### src/rtl/keypad_pkg.sv
`default_nettype none
// ============================================================================
// Module : keypad_pkg
// Brief  : Shared types, sizes and row-decode helpers for the keypad scanner.
// Rev    : 1.0
// ============================================================================
package keypad_pkg;

    localparam int NUM_ROWS   = 4;
    localparam int NUM_COLS   = 4;
    localparam int KEY_CODE_W = 4;

    typedef enum logic [1:0] {
        SCAN     = 2'd0,
        DEBOUNCE = 2'd1,
        HELD     = 2'd2,
        RELEASE  = 2'd3
    } state_t;

    function automatic logic [2:0] low_row_count(input logic [NUM_ROWS-1:0] rows_n);
        logic [2:0] n;
        n = '0;
        for (int r = 0; r < NUM_ROWS; r++) begin
            n = n + {2'b00, ~rows_n[r]};
        end
        return n;
    endfunction

    // Lowest-numbered low row; only meaningful when exactly one row is low.
    function automatic logic [1:0] low_row_idx(input logic [NUM_ROWS-1:0] rows_n);
        logic [1:0] idx;
        idx = '0;
        for (int r = NUM_ROWS - 1; r >= 0; r--) begin
            if (!rows_n[r]) begin
                idx = r[1:0];
            end
        end
        return idx;
    endfunction

endpackage
`default_nettype wire

### src/rtl/keypad_sync.sv
`default_nettype none
// ============================================================================
// Module : keypad_sync
// Brief  : Parameterized-width 2-flop synchronizer, async active-low reset.
// Rev    : 1.0
// ============================================================================
module keypad_sync #(
    parameter int WIDTH = 4
) (
    input  logic             clk,
    input  logic             rst,
    input  logic [WIDTH-1:0] i_d,
    output logic [WIDTH-1:0] o_q
);

    logic [WIDTH-1:0] r_meta;
    logic [WIDTH-1:0] r_sync;

    always_ff @(posedge clk or negedge rst) begin
        if (!rst) begin
            r_meta <= '0;
            r_sync <= '0;
        end else begin
            r_meta <= i_d;
            r_sync <= r_meta;
        end
    end

    assign o_q = r_sync;

endmodule
`default_nettype wire

### src/rtl/keypad_scanner.sv
`default_nettype none
// ============================================================================
// Module : keypad_scanner
// Brief  : 4x4 matrix keypad scanner with debounce; optional auto-repeat
//          enabled by defining KEYPAD_AUTOREPEAT_EN.
// Rev    : 1.0
// ============================================================================
module keypad_scanner
    import keypad_pkg::*;
#(
    parameter int SCAN_DIV    = 1000,
    parameter int DEB_CYC     = 20000,
    parameter int REPEAT_DLY  = 5000000,
    parameter int REPEAT_RATE = 1000000
) (
    input  logic                  clk,
    input  logic                  rst,
    input  logic [NUM_ROWS-1:0]   row_n,
    output logic [NUM_COLS-1:0]   col_n,
    output logic [KEY_CODE_W-1:0] key_code,
    output logic                  key_valid,
    output logic                  key_held,
    output logic                  multi_err
);

    localparam int c_div_w = $clog2(SCAN_DIV);
    localparam int c_deb_w = $clog2(DEB_CYC);
    localparam logic [c_div_w-1:0] c_div_last = c_div_w'(SCAN_DIV - 1);
    localparam logic [c_deb_w-1:0] c_deb_last = c_deb_w'(DEB_CYC - 1);

    generate
        if (SCAN_DIV < 4) begin : g_bad_scan_div
            $error("keypad_scanner: SCAN_DIV must be at least 4");
        end
        if (DEB_CYC < 2) begin : g_bad_deb_cyc
            $error("keypad_scanner: DEB_CYC must be at least 2");
        end
        if (REPEAT_DLY < 1 || REPEAT_RATE < 1) begin : g_bad_repeat
            $error("keypad_scanner: REPEAT_DLY and REPEAT_RATE must be positive");
        end
    endgenerate

    state_t                r_state,     w_state_nxt;
    logic [1:0]            r_col,       w_col_nxt;
    logic [c_div_w-1:0]    r_div,       w_div_nxt;
    logic [c_deb_w-1:0]    r_cnt,       w_cnt_nxt;
    logic [NUM_ROWS-1:0]   r_pat,       w_pat_nxt;
    logic [KEY_CODE_W-1:0] r_cap,       w_cap_nxt;
    logic [KEY_CODE_W-1:0] r_code,      w_code_nxt;
    logic                  r_key_valid, w_valid_nxt;
    logic                  r_multi_err, w_multi_nxt;

    logic [NUM_ROWS-1:0]   w_rows;
    logic [2:0]            w_low_cnt;
    logic [1:0]            w_row_idx;

`ifdef KEYPAD_AUTOREPEAT_EN
    localparam int c_rep_max = (REPEAT_DLY > REPEAT_RATE) ? REPEAT_DLY : REPEAT_RATE;
    localparam int c_rep_w   = (c_rep_max > 1) ? $clog2(c_rep_max) : 1;
    localparam logic [c_rep_w-1:0] c_dly_last  = c_rep_w'(REPEAT_DLY - 1);
    localparam logic [c_rep_w-1:0] c_rate_last = c_rep_w'(REPEAT_RATE - 1);

    logic [c_rep_w-1:0] r_rep,       w_rep_nxt;
    logic               r_rep_phase, w_rep_phase_nxt;
    logic               w_rep_hit;

    // Phase 0 waits out the initial delay, phase 1 counts the repeat period.
    assign w_rep_hit = r_rep_phase ? (r_rep == c_rate_last) : (r_rep == c_dly_last);
`endif

    keypad_sync #(
        .WIDTH (NUM_ROWS)
    ) u_row_sync (
        .clk (clk),
        .rst (rst),
        .i_d (row_n),
        .o_q (w_rows)
    );

    assign w_low_cnt = low_row_count(w_rows);
    assign w_row_idx = low_row_idx(w_rows);

    always_ff @(posedge clk or negedge rst) begin
        if (!rst) begin
            r_state     <= SCAN;
            r_col       <= '0;
            r_div       <= '0;
            r_cnt       <= '0;
            r_pat       <= '0;
            r_cap       <= '0;
            r_code      <= '0;
            r_key_valid <= 1'b0;
            r_multi_err <= 1'b0;
`ifdef KEYPAD_AUTOREPEAT_EN
            r_rep       <= '0;
            r_rep_phase <= 1'b0;
`endif
        end else begin
            r_state     <= w_state_nxt;
            r_col       <= w_col_nxt;
            r_div       <= w_div_nxt;
            r_cnt       <= w_cnt_nxt;
            r_pat       <= w_pat_nxt;
            r_cap       <= w_cap_nxt;
            r_code      <= w_code_nxt;
            r_key_valid <= w_valid_nxt;
            r_multi_err <= w_multi_nxt;
`ifdef KEYPAD_AUTOREPEAT_EN
            r_rep       <= w_rep_nxt;
            r_rep_phase <= w_rep_phase_nxt;
`endif
        end
    end

    always_comb begin
        w_state_nxt = r_state;
        w_col_nxt   = r_col;
        w_div_nxt   = r_div;
        w_cnt_nxt   = r_cnt;
        w_pat_nxt   = r_pat;
        w_cap_nxt   = r_cap;
        w_code_nxt  = r_code;
        w_valid_nxt = 1'b0;
        w_multi_nxt = 1'b0;
`ifdef KEYPAD_AUTOREPEAT_EN
        w_rep_nxt       = r_rep;
        w_rep_phase_nxt = r_rep_phase;
`endif
        unique case (r_state)
            SCAN: begin
                if (r_div == c_div_last) begin
                    w_div_nxt = '0;
                    if (w_low_cnt == 3'd1) begin
                        w_state_nxt = DEBOUNCE;
                        w_pat_nxt   = w_rows;
                        w_cap_nxt   = {w_row_idx, r_col};
                        w_cnt_nxt   = '0;
                    end else begin
                        w_col_nxt   = r_col + 2'd1;
                        w_multi_nxt = (w_low_cnt > 3'd1);
                    end
                end else begin
                    w_div_nxt = r_div + 1'b1;
                end
            end
            DEBOUNCE: begin
                if (w_rows != r_pat) begin
                    // Bounce: rescan the same column from the start of its dwell.
                    w_state_nxt = SCAN;
                    w_cnt_nxt   = '0;
                    w_div_nxt   = '0;
                end else if (r_cnt == c_deb_last) begin
                    w_state_nxt = HELD;
                    w_code_nxt  = r_cap;
                    w_valid_nxt = 1'b1;
                    w_cnt_nxt   = '0;
`ifdef KEYPAD_AUTOREPEAT_EN
                    w_rep_nxt       = '0;
                    w_rep_phase_nxt = 1'b0;
`endif
                end else begin
                    w_cnt_nxt = r_cnt + 1'b1;
                end
            end
            HELD: begin
                if (&w_rows) begin
                    w_state_nxt = RELEASE;
                    w_cnt_nxt   = '0;
                end
`ifdef KEYPAD_AUTOREPEAT_EN
                else if (w_rep_hit) begin
                    w_valid_nxt     = 1'b1;
                    w_rep_nxt       = '0;
                    w_rep_phase_nxt = 1'b1;
                end else begin
                    w_rep_nxt = r_rep + 1'b1;
                end
`endif
            end
            RELEASE: begin
                if (!(&w_rows)) begin
                    w_state_nxt = HELD;
                    w_cnt_nxt   = '0;
                end else if (r_cnt == c_deb_last) begin
                    w_state_nxt = SCAN;
                    w_col_nxt   = r_col + 2'd1;
                    w_div_nxt   = '0;
                    w_cnt_nxt   = '0;
                end else begin
                    w_cnt_nxt = r_cnt + 1'b1;
                end
            end
            default: begin
                w_state_nxt = SCAN;
            end
        endcase
    end

    assign col_n     = ~(4'b0001 << r_col);
    assign key_code  = r_code;
    assign key_valid = r_key_valid;
    assign key_held  = (r_state == HELD) || (r_state == RELEASE);
    assign multi_err = r_multi_err;

endmodule
`default_nettype wire

### config.mk
export PLATFORM = sky130hd
export DESIGN_NAME = keypad_scanner
export DESIGN_NICKNAME = d
export VERILOG_FILES = /design/src/rtl/keypad_pkg.sv /design/src/rtl/keypad_sync.sv /design/src/rtl/keypad_scanner.sv
export SDC_FILE = /design/constraint.sdc
export NUM_CORES = 1
export LEC_CHECK = 0
export CAP_MARGIN = 20
export CELL_PAD_IN_SITES_DETAIL_PLACEMENT = 1
export CELL_PAD_IN_SITES_GLOBAL_PLACEMENT = 1
export CORE_MARGIN = 8
export CORE_UTILIZATION = 52
export CTS_BUF_LIST = sky130_fd_sc_hd__clkbuf_2
export DETAILED_ROUTE_END_ITERATION = 8
export PLACE_DENSITY = 0.95
export SYNTH_ARGS = -nofsm -noshare
export SYNTH_HDL_FRONTEND = slang
export SYNTH_SLANG_ARGS = --single-unit
### constraint.sdc
create_clock -name clk -period 6.9 [get_ports clk]
set_input_delay 0.69 -clock clk [delete_from_list [all_inputs] [get_ports clk]]
set_output_delay 0.69 -clock clk [all_outputs]
set_load 0.02 [all_outputs]
==> results of run 1 <==
[flip-flops by register name, indices dropped and copies added, names as in the netlist]
signal             flops
r_div                 10
r_state                2
multi_err              1
key_valid              1
key_code               4
r_cnt                 15
r_pat                  4
u_row_sync.o_q         4
r_cap                  4
r_col                  2
u_row_sync.r_meta      4
[cell type report]
cell class / instances / area [µm²]
multi-input cells: 187 / 1300
flip-flops and latches: 51 / 1280
repair buffers: 18 / 170
inverters: 14 / 52.6
well taps: 70 / 87.6
fillers: 555 / 2110
clock inverters: 2 / 7.51
clock buffers: 6 / 30.0
[report_power, final]
part           switching [µW]  leakage [µW]  internal [µW]
combinational            12.4      0.000626           6.55
clock                    88.5     0.0000281           24.4
sequential               1.88      0.000680            302
[worst reg2reg max path, delay by kind of cell, from the launching register on]
family,cells,cell delay (ns)
and+or+nand+nor,2,1.00
AOI/OAI and AO/OA,1,0.42
DFF,1,0.46
adders and majority gates,3,0.98
buffers and inverters,2,0.16
[cells in the final DEF (no fill, tap or decap), drive strengths merged, types with 6 or more instances in the layout]
cell type,instances
nor2,13
clkbuf,6
ha,10
a31oi,16
nor3,6
a21oi,6
nand3,15
inv,14
nand2,26
clkdlybuf4s50,15
nand4,10
o21ai,13
a211o,9
dfrtp,51
and3,9
[per-stage QoR]
step	util	total power, µW
detailed placement	0.573	328
global placement	0.573	326
CTS	0.581	444
global route	0.581	456
finish	0.581	436
floorplan	-	316
[logic make-up after synthesis]
kind of cell	synth area share
simple gates	0.231
mux	0.0265
buf+inv	0.0432
xor+xnor	0.00975
fa+ha+maj	0.0538
compound gates	0.163
flops	0.473
[how the worst max path moves through the flow]
stage                      start        to  cells after the start  slack, ns
2_1_floorplan  u_row_sync.o_q[1]  r_cap[2]                     10       4.35
3_3_place_gp   u_row_sync.o_q[1]  r_cap[2]                      8       4.00
3_5_place_dp   u_row_sync.o_q[1]  r_cap[2]                      8       3.84
4_1_cts        u_row_sync.o_q[1]  r_cap[2]                      8       3.80
5_1_grt        u_row_sync.o_q[1]  r_cap[2]                      8       3.48
6_report       u_row_sync.o_q[1]  r_cap[2]                      8       3.81
[layer usage]
layer	global-route usage	up-vias	part of all wire
li1	-	999	-
met1	0.217	1049	0.44
met2	0.316	24	0.52
met3	0.0338	6	0.025
met4	0.0538	0	0.017
met5	0	-	0
==> results.sh, run 1 <==
export IMPL_max_stage_delay_ns=0.61
export IMPL_r2r_end="r_cap[2]"
export IMPL_reg2reg_from="u_row_sync.o_q[1]"
export IMPL_core_um2=5040
export IMPL_yosysMostFrequentCell="dfrtp_1"
export IMPL_drt_pass1_iter_count=4
export IMPL_clock_sinks=51
export IMPL_power_density_nw_per_um2=149
export IMPL_rows=26
export IMPL_htreeDepth=2
export IMPL_worstSetupPathType="register to register"
export IMPL_clock_skew_ns=0.0188
export IMPL_syn_nets=281
export IMPL_nets=294
export IMPL_synth_top_area_frac=0.473
export IMPL_cp_cell_sequence="inv_1 -> fa_1 -> ha_1 -> inv_1 -> ha_1 -> nor3b_1 -> nand4_1 -> o31ai_1"
export IMPL_hp_class="input port to asynchronous set/reset pin"
export IMPL_tightest_slew_ns=0.769
export IMPL_fin_crit_sh=0.448
export IMPL_postCtsHoldBufs=0
export IMPL_ir_drop_mv=0.110
export IMPL_synth_area_um2=2700
export IMPL_startpoint_type="register"
export IMPL_hpwl_um=4760
export IMPL_rsz0062_at_grt="no"
export IMPL_ys_ff_latch=51
export IMPL_cp_top_family="simple AND/OR/NAND/NOR gates"
export IMPL_grt_max_degree=52
export IMPL_fp_dieArea_um2=7750
export IMPL_synth_edf_count=0
export IMPL_antenna_found_initial=0
export IMPL_clk_pin_slew_ns=0.24
export IMPL_layoutNonFillerInstCount=348
export IMPL_die_h_um=88.0
export IMPL_fin_ws_ns=3.81
export IMPL_cts_tree="yes"
export IMPL_ant_nets=0
export IMPL_cp_end_kind="register"
export IMPL_yosys_top_cells_count="51 x dfrtp_1, 25 x nand2_1, 16 x a31oi_1"
export IMPL_netlist_instances=264
export IMPL_routed_wl_um=6480
export IMPL_grt_overflow=0
export IMPL_hold_ws_ns=0.328
export IMPL_yosysSeqAreaShare=0.473
export IMPL_cts_buffers=5
export IMPL_setup_violations=0
export IMPL_dp_cells=340
export IMPL_area_growth_pct=8.58
export IMPL_initial_core_util=0.535
export IMPL_worst_path_buf_inv=2
export IMPL_placed_area_um2=2890
export IMPL_io_buffers=16
export IMPL_finalInstanceArea_um2=2930
export IMPL_critPathArrivalTime_ns=3.44
export IMPL_wl_per_cell_um=18.6
export IMPL_relSlewSlack=0.485
export IMPL_drt_iter0_drc=60
export IMPL_ys_warn_count=0
export IMPL_post_cts_buffers=0
export IMPL_finalHoldViolCount=0
export IMPL_reg2reg_depth=8
export IMPL_cts_resized_gates=0
export IMPL_tns_ns=0
export IMPL_syn_area_per_cell_um2=10.2
export IMPL_die_w_um=88.0
export IMPL_async_flop_share=1.00
export IMPL_timing_reg2reg_setup_slack_ns=3.81
export IMPL_status="finished clean"
export IMPL_period_needed_ns=3.09
export IMPL_max_freq_mhz=323
export IMPL_cp_slowest_cell="nand4_1"
export IMPL_cts_buffer_depth=2
export IMPL_routed_via_density=5.97
export IMPL_pre_cts_ws_ns=3.84
export IMPL_clock_latency_ns=0.42
export IMPL_ys_flop_type="dfrtp_1"
export IMPL_netlist_top_cells_area="dfrtp_1 47%, ha_1 4.6%, a31oi_1 3.7%"
export IMPL_p_leak_uw=0.00133
export IMPL_grt_pass1_vias=2178
export IMPL_ys_types=55
export IMPL_synth_largest_area_cell="dfrtp_1"
export IMPL_drcViolationCount=0
export IMPL_io_pins=17
export IMPL_num_vias=2078
export IMPL_worstPathRequired_ns=7.24
export IMPL_grt_pass1_wl_um=10900
export IMPL_path_max_fanout=16
export IMPL_drive_gt1_frac=0.0863
export IMPL_globalRouteTotalUtil=0.180
export IMPL_maxCapViolations=0
export IMPL_report_final_slew_viol_count=0
export IMPL_diodes=0
export IMPL_cts_root_buf="clkbuf_2"
export IMPL_gp_congestion=0.793
No activity file was read; power rests on OpenSTA's default activity.
==> inputs of run 2 (changes only) <==
CORE_UTILIZATION = 48   (was 52)
PLACE_DENSITY = 0.93   (was 0.95)
clock period = 3.25 ns   (was 6.9 ns; I/O delays follow)
==> run 2 against run 1 <==
Net effect: via count increased by 5.0%; total power increased by 140%; critical path depth unchanged; register-to-register slack got worse by 3.5 ns; clock-buffer cell count decreased by 1; critical path type unchanged; largest cell class unchanged; highest routed layer unchanged.
==> results.sh, run 2 (same netlist as run 1, synthesis figures left out) <==
export IMPL_status="finished clean"
export IMPL_max_stage_delay_ns=0.54
export IMPL_core_um2=5470
export IMPL_fin_crit_sh=0.894
export IMPL_timing_reg2reg_setup_slack_ns=0.34
export IMPL_startpoint_type="register"
export IMPL_nets=296
export IMPL_cp_cell_sequence="inv_1 -> fa_1 -> ha_1 -> inv_1 -> ha_1 -> nor3b_1 -> a31oi_1 -> a211o_1"
export IMPL_post_route_util=0.545
export IMPL_r2r_end="r_cnt[4]"
export IMPL_path_max_fanout=8
export IMPL_cts_buffers=5
export IMPL_cp_endpoint="r_cnt[4]"
export IMPL_relSlewSlack=0.499
export IMPL_tightest_slew_ns=0.748
export IMPL_area_growth_pct=10.6
export IMPL_drt_pass1_iter_count=4
export IMPL_cp_top_family="adder cells"
export IMPL_clock_skew_ns=0.0193
export IMPL_cp_end_kind="register"
export IMPL_initial_core_util=0.493
export IMPL_p_leak_uw=0.00135
export IMPL_layout_common_cells="51 x dfrtp_1, 25 x nand2_1, 16 x a31oi_1, 15 x nand3_1, 15 x clkdlybuf4s50_1"
export IMPL_dp_cells=343
export IMPL_grt_overflow=0
export IMPL_grt_max_degree=31
export IMPL_layoutNonFillerInstCount=352
export IMPL_cts_root_buf="clkbuf_2"
export IMPL_die_w_um=91.0
export IMPL_drive_gt1_frac=0.0964
export IMPL_cts_tree="yes"
export IMPL_cp_slowest_cell="fa_1"
export IMPL_power_density_nw_per_um2=350
export IMPL_tns_ns=0
export IMPL_grt_pass1_wl_um=12300
export IMPL_antenna_found_initial=0
export IMPL_worstPathRequired_ns=3.63
export IMPL_ir_drop_mv=0.148
export IMPL_postCtsHoldBufs=1
export IMPL_die_h_um=91.0
export IMPL_reg2reg_from="u_row_sync.o_q[1]"
export IMPL_cp_num_cells=8
export IMPL_post_cts_buffers=0
export IMPL_max_freq_mhz=344
export IMPL_ant_nets=0
export IMPL_hpwl_um=4750
export IMPL_rsz0062_at_grt="no"
export IMPL_num_vias=2181
export IMPL_regMostFlops="r_cnt"
export IMPL_drcViolationCount=0
export IMPL_cts_resized_gates=0
export IMPL_placed_area_um2=2900
export IMPL_maxCapViolations=0
export IMPL_largest_reg_flops=15
export IMPL_wl_per_cell_um=20.2
export IMPL_reg2reg_depth=8
export IMPL_io_pins=17
export IMPL_layout_commonest_cell="dfrtp_1"
export IMPL_crit_start="u_row_sync.o_q[1]"
export IMPL_clock_latency_ns=0.45
export IMPL_worstSetupPathType="register to register"
export IMPL_globalRouteTotalUtil=0.179
export IMPL_io_buffers=16
export IMPL_drt_iter0_drc=161
export IMPL_rows=27
export IMPL_report_final_slew_viol_count=0
export IMPL_finalInstanceArea_um2=2980
export IMPL_worst_path_buf_inv=2
export IMPL_clk_pin_slew_ns=0.28
export IMPL_grt_pass1_vias=2398
export IMPL_routed_via_density=6.20
export IMPL_critPathArrivalTime_ns=3.28
export IMPL_reg_largest_list="r_cnt: 15 flops, r_div: 10 flops"
export IMPL_gp_congestion=0.789
export IMPL_clock_sinks=51
export IMPL_hold_ws_ns=0.259
export IMPL_routed_wl_um=7100
export IMPL_period_needed_ns=2.91
export IMPL_diodes=0
export IMPL_setup_violations=0
export IMPL_cts_buffer_depth=2
export IMPL_htreeDepth=2
export IMPL_finalHoldViolCount=0
export IMPL_hp_class="input port to register"
export IMPL_fp_dieArea_um2=8270
## run 2: final cells by class
class                   instances  area (µm²)
clock buffers                   5        25.0
clock inverters                 3        46.3
fillers                       618        2490
inverters                      14        52.6
multi-input cells             187        1300
flip-flops and latches         51        1280
well taps                      72        90.1
repair buffers                 20         188
## run 2: power breakdown
group / switching, µW / leakage, µW / internal, µW
Sequential: 4.33 / 0.000680 / 642
Combinational: 29.0 / 0.000634 / 15.3
Clock: 222 / 0.0000396 / 132
## run 2: through the flow
stage | setup WS, ns | total power (µW)
after floorplan | 0.696 | 670
after CTS | 0.340 | 1050
after global placement | 0.573 | 694
after global routing | 0.145 | 1080
after detailed placement | 0.439 | 699
final | 0.344 | 1040
## run 2: how the worst min path moves through the flow
stage / start / end / slack (ns) / cells after the start
2_1_floorplan: rst / key_code[0] / 0.03 / 0
3_3_place_gp: rst / multi_err / 0.32 / 1
3_5_place_dp: rst / multi_err / 0.33 / 1
4_1_cts: row_n[0] / u_row_sync.r_meta[0] / 0.26 / 1
5_1_grt: row_n[3] / u_row_sync.r_meta[3] / 0.23 / 1
6_report: row_n[3] / u_row_sync.r_meta[3] / 0.26 / 1
## run 2: layer usage
layer	wire length, µm	global-route usage
met1	2970	0.211
met2	3700	0.316
met3	250	0.0329
met5	0	0
met4	176	0.0696
==> inputs of run 3 (changes only) <==
GPL_ROUTABILITY_DRIVEN = 0   (was default)
SLEW_MARGIN = 20   (was default)
==> results of run 3 <==
Final layout, timing and power as in run 2 (identical DEF).
